File: src/rtl/mc_controller.sv
// Multicycle control unit for the ARM-subset datapath: a Moore sequencer that
// drives every datapath enable and select, and owns the NZCV flag register.
module mc_controller (
    input  logic        clk,
    input  logic        reset,
    input  logic [31:0] Instr,
    input  logic [3:0]  ALUFlags,
    output logic        PCWrite,
    output logic        MemWrite,
    output logic        RegWrite,
    output logic        IRWrite,
    output logic        AdrSrc,
    output logic [1:0]  RegSrc,
    output logic [1:0]  ALUSrcA,
    output logic [1:0]  ALUSrcB,
    output logic [1:0]  ResultSrc,
    output logic [1:0]  ImmSrc,
    output logic [1:0]  ALUControl
);

    typedef enum logic [3:0] {
        FETCH  = 4'd0,
        DECODE = 4'd1,
        EXECR  = 4'd2,
        EXECI  = 4'd3,
        ALUWB  = 4'd4,
        MEMADR = 4'd5,
        MEMRD  = 4'd6,
        MEMWB  = 4'd7,
        MEMWR  = 4'd8,
        BRANCH = 4'd9
    } state_t;

    state_t     state, next_state;
    logic [3:0] flags;

    logic [1:0] op;
    logic       imm;
    logic [3:0] cmd;
    logic       s_bit;
    logic [3:0] rd;
    logic [3:0] cond;
    logic       rd_pc;

    assign op    = Instr[27:26];
    assign imm   = Instr[25];
    assign cmd   = Instr[24:21];
    assign s_bit = Instr[20];
    assign rd    = Instr[15:12];
    assign cond  = Instr[31:28];
    assign rd_pc = (rd == 4'd15);

    logic unused_instr;
    assign unused_instr = ^{Instr[19:16], Instr[11:0]};

    function automatic logic cond_check(input logic [3:0] c, input logic [3:0] f);
        logic n, z, cf, v;
        {n, z, cf, v} = f;
        case (c)
            4'b0000: cond_check = z;
            4'b0001: cond_check = !z;
            4'b0010: cond_check = cf;
            4'b0011: cond_check = !cf;
            4'b0100: cond_check = n;
            4'b0101: cond_check = !n;
            4'b0110: cond_check = v;
            4'b0111: cond_check = !v;
            4'b1000: cond_check = cf & !z;
            4'b1001: cond_check = !(cf & !z);
            4'b1010: cond_check = (n == v);
            4'b1011: cond_check = (n != v);
            4'b1100: cond_check = !z & (n == v);
            4'b1101: cond_check = z | (n != v);
            4'b1110: cond_check = 1'b1;
            default: cond_check = 1'b0;
        endcase
    endfunction

    logic cond_ex;
    assign cond_ex = cond_check(cond, flags);

    // Data-processing command decode; unlisted commands behave as a NOP.
    logic [1:0] dp_ctl;
    logic       no_write;
    logic       nop;
    logic       cv_update;

    always_comb begin
        dp_ctl    = 2'b00;
        no_write  = 1'b0;
        nop       = 1'b0;
        cv_update = 1'b0;
        case (cmd)
            4'b0100: begin dp_ctl = 2'b00; cv_update = 1'b1; end
            4'b0010: begin dp_ctl = 2'b01; cv_update = 1'b1; end
            4'b0000: dp_ctl = 2'b10;
            4'b1100: dp_ctl = 2'b11;
            4'b1010: begin dp_ctl = 2'b01; no_write = 1'b1; cv_update = 1'b1; end
            default: nop = 1'b1;
        endcase
    end

    logic in_exec;
    logic flag_en;
    assign in_exec = (state == EXECR) || (state == EXECI);
    assign flag_en = in_exec & s_bit & cond_ex & !nop;

    always_ff @(posedge clk or posedge reset) begin
        if (reset) begin
            state <= FETCH;
            flags <= 4'b0000;
        end else begin
            state <= next_state;
            if (flag_en)
                flags <= {ALUFlags[3:2], cv_update ? ALUFlags[1:0] : flags[1:0]};
        end
    end

    logic dp_commit;
    assign dp_commit = cond_ex & !no_write & !nop;

    always_comb begin
        next_state = FETCH;
        PCWrite    = 1'b0;
        MemWrite   = 1'b0;
        RegWrite   = 1'b0;
        IRWrite    = 1'b0;
        AdrSrc     = 1'b0;
        ALUSrcA    = 2'd0;
        ALUSrcB    = 2'd0;
        ResultSrc  = 2'd0;
        ALUControl = 2'b00;
        RegSrc     = {(op == 2'b01) & !s_bit, (op == 2'b10)};
        ImmSrc     = op;
        case (state)
            FETCH: begin
                IRWrite    = 1'b1;
                ALUSrcB    = 2'd2;
                PCWrite    = 1'b1;
                next_state = DECODE;
            end
            DECODE: begin
                case (op)
                    2'b00:   next_state = imm ? EXECI : EXECR;
                    2'b01:   next_state = MEMADR;
                    2'b10:   next_state = BRANCH;
                    default: next_state = FETCH;
                endcase
            end
            EXECR: begin
                ALUSrcA    = 2'd1;
                ALUSrcB    = 2'd0;
                ALUControl = dp_ctl;
                next_state = ALUWB;
            end
            EXECI: begin
                ALUSrcA    = 2'd1;
                ALUSrcB    = 2'd1;
                ALUControl = dp_ctl;
                next_state = ALUWB;
            end
            ALUWB: begin
                ResultSrc  = 2'd1;
                RegWrite   = dp_commit & !rd_pc;
                PCWrite    = dp_commit & rd_pc;
                next_state = FETCH;
            end
            MEMADR: begin
                ALUSrcA    = 2'd1;
                ALUSrcB    = 2'd1;
                next_state = s_bit ? MEMRD : MEMWR;
            end
            MEMRD: begin
                AdrSrc     = 1'b1;
                next_state = MEMWB;
            end
            MEMWB: begin
                ResultSrc  = 2'd2;
                RegWrite   = cond_ex & !rd_pc;
                PCWrite    = cond_ex & rd_pc;
                next_state = FETCH;
            end
            MEMWR: begin
                AdrSrc     = 1'b1;
                MemWrite   = cond_ex;
                next_state = FETCH;
            end
            BRANCH: begin
                ALUSrcA    = 2'd1;
                ALUSrcB    = 2'd1;
                PCWrite    = cond_ex;
                next_state = FETCH;
            end
            default: next_state = FETCH;
        endcase
    end

endmodule

File: config.mk
export PLATFORM = sky130hd
export DESIGN_NAME = mc_controller
export DESIGN_NICKNAME = d
export VERILOG_FILES = /design/src/rtl/mc_controller.sv
export SDC_FILE = /design/constraint.sdc
export NUM_CORES = 1
export LEC_CHECK = 0
export BUFFER_PORTS_ARGS = -buffer_cell sky130_fd_sc_hd__buf_2
export CAP_MARGIN = 20
export CORE_MARGIN = 3
export CORE_UTILIZATION = 47
export CTS_BUF_LIST = sky130_fd_sc_hd__clkbuf_16
export DETAILED_ROUTE_END_ITERATION = 7
export GPL_TIMING_DRIVEN = 0
export PLACE_DENSITY = 0.95
export SLEW_MARGIN = 20
export SYNTH_ARGS = -nofsm -noshare
export SYNTH_HDL_FRONTEND = slang
export SYNTH_SLANG_ARGS = --single-unit
File: constraint.sdc
create_clock -name clk -period 5.9 [get_ports clk]
set_clock_uncertainty 0.15 [all_clocks]
set_input_delay 1.18 -clock clk [delete_from_list [all_inputs] [get_ports clk]]
set_output_delay 1.18 -clock clk [all_outputs]
set_load 0.01 [all_outputs]
==> flow_metrics.py, run 1 <==
metrics = {
    "flow_run": {
        "drv_cap": 0,
    },
    "setup_path": {
        "cp_max_fo": 7,
        "r2r_end": "flags[0]",
        "r2r_cells": 6,
        "required_ps": 4570,
        "endpoint_kind": "output port",
        "crit_family": "simple AND/OR/NAND/NOR gates",
        "worst_path_max_delay_cell": "or4b_2",
        "critPathMostFrequentCell": "buf_2",
        "ff2ff_setup_slack_ps": 3350,
        "cp_num_buf_inv": 2,
        "startpoint_type": "primary input",
        "critPathMaxStageDelay_ps": 670,
        "critPathKind": "in2out",
        "reg2reg_from": "state[1]",
        "arrival_ps": 2980,
        "crit_chain": "buf_2 > or4b_2 > o31ai_1 > a22oi_1 > and3_1 > nor4b_1 > buf_2",
    },
    "power_and_ir_drop": {
        "pwr-share-seq_pct": 20.3,
        "intPower_uw": 252,
        "p_clk_share_pct": 26.1,
        "pwr-share-comb_pct": 53.6,
        "powerDensity_nw_per_um2": 340,
        "p_switching_uw": 171,
        "ir_worst_vdd_mv": 0.290,
        "p_leak_uw": 0.000604,
        "switching_share_pct": 40.4,
        "power_uw": 423,
    },
    "timing": {
        "report.final.slew_viol_count": 0,
        "max_freq_mhz": 232,
        "hold_viol": 0,
        "setup_tns_ps": 0,
        "whs_ps": 433,
        "min_period_over_period_pct": 73.1,
        "rsz0062_at_grt": "false",
        "finalSetupViolCount": 0,
        "fin_crit_ps": 4310,
    },
    "clocking": {
        "insertion_delay_ps": 230,
        "ctsRootBufferMaster": "clkbuf_16",
        "cts_buffers": 3,
        "clockBufferDepth": 2,
        "clkSinkCount": 8,
        "postCtsHoldBufs": 0,
        "postCtsSetupBuffers": 0,
        "htree_levels": 1,
        "cts_tree": "yes",
        "cts.repair.resized": 0,
        "clk_pin_slew_ps": 40,
    },
    "floorplanning": {
        "die_h_um": 51.1,
        "initial_core_util_pct": 52.6,
        "dieWidth_um": 51.1,
        "rows": 15,
        "core_um2": 1820,
        "pin_count": 55,
        "die-area_um2": 2610,
    },
    "drt": {
        "dr.pass1.iters": 4,
        "drt-vias-per-instance": 5.68,
        "vias": 1028,
        "ant_nets": 0,
        "drt_iter0_drc": 29,
        "drc": 0,
        "totalWireLength_mm": 2.48,
        "wl_per_cell_um": 13.7,
    },
    "synthesis": {
        "synth_top_area_share_pct": 20.9,
        "synthArstFlopShare_pct": 100,
        "synthTopCellsByArea": "dfrtp_1 21%, ha_1 6.5%, nor2_1 4.7%",
        "synth_edf_count": 0,
        "ys_seq_elements": 8,
        "yosys_warnings": 0,
        "synth.avg_cell_area_um2": 8.18,
        "ys_types": 44,
        "syn-num-nets": 160,
        "netlist_instances": 117,
        "ys_seq_area_share_pct": 20.9,
        "synth_area_leader_cell": "dfrtp_1",
        "syn_area_um2": 957,
        "synth_ff_type": "dfrtp_1",
    },
    "placement": {
        "place_area_um2": 1170,
        "io_buffers": 36,
        "hpwlAfterDp_mm": 2.03,
        "gp_congestion": 0.830,
    },
    "finish": {
        "seqCellArea_um2": 200,
        "area_delta_synth_final_pct": 29.9,
        "multi_input_area_um2": 673,
        "diodes": 0,
        "drive_above_1_share_pct": 32.7,
        "design_area_um2": 1240,
        "nets": 201,
        "fillers": 152,
    },
    "hold_path": {
        "hold_start": "flags[1]",
        "min_path_type": "reg2reg",
        "hold_depth": 1,
        "hold_path_end": "flags[1]",
    },
    "global_route": {
        "grt_usage_pct": 20.1,
        "use_met1_pct": 23.8,
        "antenna_found_initial": 0,
        "grt_use_met2_pct": 35.8,
        "grt_max_degree": 11,
        "grt_pass1_wl_mm": 4.15,
        "overflow": 0,
        "grt_pass1_vias": 991,
        "busiest_layer": "met2",
        "gr-usage-met3_pct": 4.08,
    },
    "outcome": {
        "outcome": "complete, no violations",
    },
}
-- worst max path at each step --
| stage | endpoint | cells past startpoint | start | slack, ps |
|---|---|---|---|---|
| after floorplan | RegWrite | 6 | Instr[28] | 1670 |
| after global placement | RegWrite | 7 | Instr[31] | 1620 |
| after detailed placement | RegWrite | 7 | Instr[31] | 1600 |
| after CTS | RegWrite | 7 | Instr[31] | 1590 |
| after global routing | RegWrite | 7 | Instr[31] | 1430 |
| final | RegWrite | 7 | Instr[31] | 1590 |
-- worst reg2reg max path, cell delays in order, from the launching register on --
cell     delay, ps
dfrtp_1        310
buf_4          150
or4b_4         480
or4b_4         530
a211o_1        270
a31oi_4        170
mux2_1         360
-- Yosys cell counts, types with 3 or more instances --
| cell | instances |
|---|---|
| dfrtp_1 | 8 |
| buf_4 | 4 |
| and3_1 | 3 |
| a21oi_1 | 5 |
| nand2b_1 | 6 |
| nor2b_1 | 4 |
| clkbuf_1 | 4 |
| nor3_1 | 4 |
| xnor2_1 | 3 |
| nor2_1 | 12 |
| nor4_1 | 4 |
| ha_1 | 5 |
| inv_1 | 9 |
| a31oi_1 | 3 |
-- layer usage --
layer | wire length, µm | share of wire, % | vias to the layer above
met1 | 1020 | 41 | 471
met3 | 165 | 6.7 | 4
li1 | - | - | 506
met5 | 0 | 0 | -
met2 | 1250 | 51 | 47
met4 | 34 | 1.4 | 0
-- registers in the layout, indices dropped and copies added (netlist names) --
| signal | flops |
|---|---|
| state | 4 |
| flags | 4 |
-- placed cells by master, fill, tap and decap left out, types with 3 or more instances in the layout --
cell	synthesis	routed
inv_1	9	9
ha_1	5	5
clkbuf_16	0	3
nor2_1	12	12
a31oi_1	3	3
dfrtp_1	8	8
nand2b_1	6	6
buf_4	4	4
clkbuf_1	4	4
nor3_1	4	4
xnor2_1	3	3
nor2b_1	4	4
buf_2	1	37
and3_1	3	3
a21oi_1	5	5
nor4_1	4	4
-- layout make-up --
cell class / instances / share of cell area (%)
Multi-Input combinational cell: 91 / 54.1
Buffer: 9 / 4.02
Clock buffer: 3 / 6.04
Timing Repair Buffer: 36 / 14.5
Inverter: 9 / 2.72
Tap cell: 25 / 2.52
Sequential cell: 8 / 16.1
-- kinds of logic (layout without fill, tap and decap cells) --
kind of cell / count (synthesis) / after routing / synth area share, %
flops: 8 / 8 / 20.9
mux: 6 / 6 / 6.80
other cells: 1 / 1 / 0.392
xor+xnor: 5 / 5 / 4.58
fa+ha+maj: 5 / 5 / 6.54
buf+inv: 18 / 57 / 8.76
compound gates: 25 / 25 / 19.6
simple gates: 49 / 49 / 32.4
-- power by group through the flow --
stage / clock, µW / combinational (µW) / sequential, µW
final: 110 / 227 / 86.1
after CTS: 111 / 226 / 85.1
after detailed placement: 0 / 226 / 85.5
after global placement: 0 / 214 / 83.9
after floorplan: 0 / 158 / 81.3
after global routing: 116 / 253 / 87.0
-- stage by stage --
stage	util, %	instances	setup slack (ps)
global route	68.3	181	1430
detailed placement	64.2	178	1600
floorplan	-	117	1670
global placement	64.2	178	1620
finish	68.3	181	1590
CTS	68.3	181	1590
Note: power is estimated with default switching activity, not from simulation.
==> inputs of run 2 (changes only) <==
--- a/config.mk
+++ b/config.mk
@@ -8,11 +8,11 @@
 export BUFFER_PORTS_ARGS = -buffer_cell sky130_fd_sc_hd__buf_2
 export CAP_MARGIN = 20
 export CORE_MARGIN = 3
-export CORE_UTILIZATION = 47
+export CORE_UTILIZATION = 44
 export CTS_BUF_LIST = sky130_fd_sc_hd__clkbuf_16
 export DETAILED_ROUTE_END_ITERATION = 7
 export GPL_TIMING_DRIVEN = 0
-export PLACE_DENSITY = 0.95
+export PLACE_DENSITY = 0.91
 export SLEW_MARGIN = 20
 export SYNTH_ARGS = -nofsm -noshare
 export SYNTH_HDL_FRONTEND = slang
==> constraint.sdc (replaced) <==
create_clock -name clk -period 4.3 [get_ports clk]
set_clock_uncertainty 0.15 [all_clocks]
set_input_delay 0.86 -clock clk [delete_from_list [all_inputs] [get_ports clk]]
set_output_delay 0.86 -clock clk [all_outputs]
set_load 0.01 [all_outputs]
==> run 2 against run 1 <==
  * Count of clock-buffer cells in the layout did not move
  * Sequential share of layout area barely moved
  * Worst setup slack got worse by 1100 ps
  * Worst hold slack got worse by 29 ps
  * Critical endpoint unchanged
  * Die area rose by 6.0%
==> flow_metrics.py, run 2 (synthesis gave the netlist of run 1 again) <==
metrics = {
    "placement": {
        "gp_congestion": 0.865,
        "dp.cells": 180,
        "dp_slack_ps": 503,
        "io_buffers": 36,
        "hpwlAfterDp_mm": 1.91,
        "place_area_um2": 1170,
    },
    "clocking": {
        "clk_pin_slew_ps": 40,
        "cts_buffers": 3,
        "clockBufferDepth": 2,
        "postCtsHoldBufs": 0,
        "postCtsSetupBuffers": 0,
        "htree_levels": 1,
        "clkSinkCount": 8,
        "cts.repair.resized": 0,
        "ctsRootBufferMaster": "clkbuf_16",
        "insertion_delay_ps": 240,
        "cts_tree": "yes",
    },
    "floorplanning": {
        "dieWidth_um": 52.6,
        "initial_core_util_pct": 47.8,
        "rows": 16,
        "core_um2": 2000,
        "die-area_um2": 2770,
        "pin_count": 55,
        "die_h_um": 52.6,
    },
    "outcome": {
        "outcome": "complete, no violations",
    },
    "global_route": {
        "grt_usage_pct": 18.4,
        "overflow": 0,
        "grt_max_degree": 11,
        "grt_pass1_vias": 908,
        "grt_pass1_wl_mm": 3.82,
        "antenna_found_initial": 0,
    },
    "timing": {
        "setup_tns_ps": 0,
        "rsz0062_at_grt": "false",
        "hold_viol": 0,
        "fin_ws_ps": 452,
        "report.final.slew_viol_count": 0,
        "min_period_over_period_pct": 89.5,
        "fin_crit_ps": 3850,
        "max_freq_mhz": 260,
        "finalSetupViolCount": 0,
    },
    "power_and_ir_drop": {
        "p_leak_uw": 0.000604,
        "p_clk_share_pct": 27.1,
        "pwr-share-comb_pct": 52.8,
        "pwr-share-seq_pct": 20.1,
        "p_switching_uw": 238,
        "switching_share_pct": 40.6,
        "ir_worst_vdd_mv": 0.231,
        "powerDensity_nw_per_um2": 469,
        "power_uw": 584,
        "intPower_uw": 347,
    },
    "setup_path": {
        "cp_num_buf_inv": 2,
        "worst_path_max_delay_cell": "or4b_2",
        "ff2ff_setup_slack_ps": 1730,
        "required_ps": 3290,
        "cp_max_fo": 7,
        "critPathMostFrequentCell": "buf_2",
        "critPathKind": "in2out",
        "arrival_ps": 2840,
        "reg2reg_from": "state[3]",
        "critPathMaxStageDelay_ps": 670,
        "r2r_cells": 5,
        "endpoint_kind": "output port",
        "startpoint_type": "primary input",
        "crit_chain": "buf_2 > or4b_2 > o31ai_1 > a22oi_1 > and3_1 > nor4b_1 > buf_2",
        "crit_family": "simple AND/OR/NAND/NOR gates",
        "r2r_end": "flags[0]",
    },
    "finish": {
        "drive_above_1_share_pct": 32.7,
        "diodes": 0,
        "area_delta_synth_final_pct": 30.2,
        "layout_commonest_cell": "buf_2",
        "nets": 201,
        "largest_registers": "flags: 4 flops, state: 4 flops",
        "final_cell_mix": "37 x buf_2, 12 x nor2_1, 9 x inv_1",
        "fin_cells": 183,
        "design_area_um2": 1250,
    },
    "drt": {
        "dr.pass1.iters": 4,
        "ant_nets": 0,
        "vias": 1036,
        "drt-vias-per-instance": 5.66,
        "drt_iter0_drc": 27,
        "drc": 0,
        "totalWireLength_mm": 2.46,
        "wl_per_cell_um": 13.4,
    },
    "flow_run": {
        "drv_cap": 0,
    },
    "hold_path": {
        "min_path_type": "in2async",
    },
}
==> run 2: cell counts in the layout (fill, tap and decap cells not counted) <==
No cell type changed its count.
==> run 2: power by group through the flow <==
stage          Combinational (µW)  Sequential (µW)  Clock [µW]
2_1_floorplan                 217              112           0
5_1_grt                       345              121         163
4_1_cts                       306              118         160
6_report                      308              118         158
3_5_place_dp                  305              117           0
3_3_place_gp                  293              115           0
==> run 2: worst reg2reg max path, stage by stage (launching register included) <==
cell and delay, ps:
dfrtp_1 390, or4b_4 560, or4b_4 550, a211o_1 280, a31oi_4 160, mux2_1 360
==> run 2: cell type report <==
class | count | area, µm²
Multi-Input combinational cell | 91 | 673
Sequential cell | 8 | 200
Buffer | 9 | 50.0
Timing Repair Buffer | 36 | 180
Fill cell | 185 | 756
Clock buffer | 3 | 75.1
Tap cell | 27 | 33.8
Inverter | 9 | 33.8
==> run 2: per-layer routing <==
metal | vias up | global-route usage, % | share of wire, %
li1 | 507 | - | -
met1 | 473 | 23.4 | 41
met2 | 50 | 29.5 | 49
met3 | 6 | 6.27 | 8.2
met4 | 0 | 4.26 | 1.7
met5 | - | 0 | 0
==> run 2: how the worst max path moves through the flow <==
stage / endpoint / startpoint / slack [ps] / cells after the start
2_1_floorplan: RegWrite / Instr[28] / 710 / 6
5_1_grt: RegWrite / Instr[31] / 390 / 7
6_report: RegWrite / Instr[31] / 450 / 7
4_1_cts: RegWrite / Instr[31] / 500 / 7
3_3_place_gp: RegWrite / Instr[31] / 660 / 7
3_5_place_dp: RegWrite / Instr[31] / 500 / 7
==> run 2: through the flow <==
stage	hold slack [ps]	util (%)
3_3_place_gp	380	58.5
5_1_grt	431	62.3
3_5_place_dp	405	58.5
4_1_cts	412	62.3
6_report	404	62.3
2_1_floorplan	338	-
==> inputs of run 3 (changes only) <==
--- a/config.mk
+++ b/config.mk
@@ -8,11 +8,10 @@
 export BUFFER_PORTS_ARGS = -buffer_cell sky130_fd_sc_hd__buf_2
 export CAP_MARGIN = 20
 export CORE_MARGIN = 3
-export CORE_UTILIZATION = 44
+export CORE_UTILIZATION = 40
 export CTS_BUF_LIST = sky130_fd_sc_hd__clkbuf_16
 export DETAILED_ROUTE_END_ITERATION = 7
-export GPL_TIMING_DRIVEN = 0
-export PLACE_DENSITY = 0.91
+export PLACE_DENSITY = 0.85
 export SLEW_MARGIN = 20
 export SYNTH_ARGS = -nofsm -noshare
 export SYNTH_HDL_FRONTEND = slang
==> run 3 against run 2 <==
  * Via count decreased by 2.4%
  * Core utilization decreased by 8.4 points
  * Die area grew 8.8%
  * Register-to-register slack got worse by 200 ps
  * Non-clock buffer count shrank 8
  * Critical path depth unchanged
  * Flip-flop and latch count stayed put
  * Cell area is 3.5% lower
  * Count of clock-buffer cells in the layout is the same
  * Fmax grew 2.3%
  * Largest cell class unchanged
  * Worst setup slack gained 87 ps
==> flow_metrics.py, run 3 (synthesis gave the netlist of run 1 again) <==
metrics = {
    "floorplanning": {
        "core_um2": 2230,
        "pin_count": 55,
        "rows": 17,
        "die-area_um2": 3020,
        "initial_core_util_pct": 42.9,
        "die_h_um": 54.9,
        "dieWidth_um": 54.9,
    },
    "power_and_ir_drop": {
        "powerDensity_nw_per_um2": 475,
        "p_leak_uw": 0.000579,
        "ir_worst_vdd_mv": 0.244,
    },
    "setup_path": {
        "cp-startpoint": "Instr[28]",
        "critPathKind": "in2out",
        "reg2reg_from": "state[1]",
        "arrival_ps": 2750,
        "required_ps": 3290,
        "cp_max_fo": 10,
        "r2r_cells": 5,
        "endpoint_kind": "output port",
        "startpoint_type": "primary input",
    },
    "finish": {
        "layout_commonest_cell": "buf_2",
        "area_delta_synth_final_pct": 25.6,
        "nets": 193,
        "fillers": 208,
        "largest_registers": "flags: 4 flops, state: 4 flops",
        "drive_above_1_share_pct": 31.8,
        "design_area_um2": 1200,
        "final_cell_mix": "37 x buf_2, 12 x nor2_1, 9 x inv_1",
        "diodes": 0,
    },
    "global_route": {
        "overflow": 0,
        "grt_pass1_vias": 925,
        "grt_usage_pct": 19.1,
        "grt_pass1_wl_mm": 4.06,
        "grt_max_degree": 18,
        "antenna_found_initial": 0,
    },
    "timing": {
        "hold_viol": 0,
        "setup_tns_ps": 0,
        "finalSetupViolCount": 0,
        "report.final.slew_viol_count": 0,
        "fin_crit_ps": 3760,
        "max_freq_mhz": 266,
        "rsz0062_at_grt": "false",
        "min_period_over_period_pct": 87.5,
    },
    "drt": {
        "drt_iter0_drc": 21,
        "drc": 0,
        "drt-vias-per-instance": 5.74,
        "totalWireLength_mm": 2.62,
        "dr.pass1.iters": 4,
        "ant_nets": 0,
        "wl_per_cell_um": 14.9,
        "vias": 1011,
    },
    "flow_run": {
        "drv_cap": 0,
    },
    "placement": {
        "io_buffers": 37,
        "hpwlAfterDp_mm": 1.97,
        "place_area_um2": 1130,
        "gp_congestion": 0.846,
    },
    "clocking": {
        "cts_buffers": 3,
        "insertion_delay_ps": 240,
        "clk_pin_slew_ps": 40,
        "clkSinkCount": 8,
        "postCtsSetupBuffers": 0,
        "clockBufferDepth": 2,
        "ctsRootBufferMaster": "clkbuf_16",
        "cts.repair.resized": 0,
        "cts_tree": "yes",
        "htree_levels": 1,
        "postCtsHoldBufs": 0,
    },
    "hold_path": {
        "min_path_type": "reg2reg",
        "hold_start": "flags[1]",
        "hold_depth": 1,
    },
    "outcome": {
        "outcome": "complete, no violations",
    },
}
run 3: per-layer routing:
layer  part of all wire [%]  global-route usage [%]  wire length [µm]
met3                    5.2                    3.49               136
met5                      0                       0                 0
met2                     51                    31.7              1350
met4                    2.1                    10.5                55
met1                     41                    23.1              1080
run 3: area by class of cell:
type / count / area, µm² / share of cell area, %
repair buffers: 37 / 185 / 15.4
inverters: 9 / 33.8 / 2.81
well taps: 28 / 35.0 / 2.91
clock buffers: 3 / 75.1 / 6.24
flip-flops and latches: 8 / 200 / 16.6
multi-input cells: 91 / 673 / 56.0
run 3: where the power goes:
part           switching [µW]  leakage, µW  total (µW)  internal [µW]
clock network            41.4    0.0000370         162            120
logic                     130     0.000435         249            119
registers                64.7     0.000107         161           95.9
run 3: worst max-delay path, cell delays in order:
cell and delay [ps]:
buf_2 190, or4b_2 610, o31ai_1 90, a22oi_1 190, and3_1 270, nor4b_1 330
buf_2 200
run 3: per-stage QoR:
step / utilization [%] / setup slack, ps / total power (µW) / hold slack [ps] / std cells
after floorplan: - / 713 / 329 / 338 / 117
after global placement: 50.5 / 653 / 393 / 378 / 173
after detailed placement: 50.5 / 607 / 406 / 382 / 173
after CTS: 53.8 / 588 / 569 / 390 / 176
after global routing: 53.8 / 424 / 615 / 394 / 176
final: 53.8 / 539 / 571 / 402 / 176
run 3: final timing paths:
kind | end | slack, ps
worst max-delay path | RegWrite | 540
worst min-delay path | flags[1] | 400
worst max register to register | flags[1] | 1530
worst min register to register | flags[1] | 400
max in group asynchronous | state[1] | 3340
min in group asynchronous | flags[3] | 410
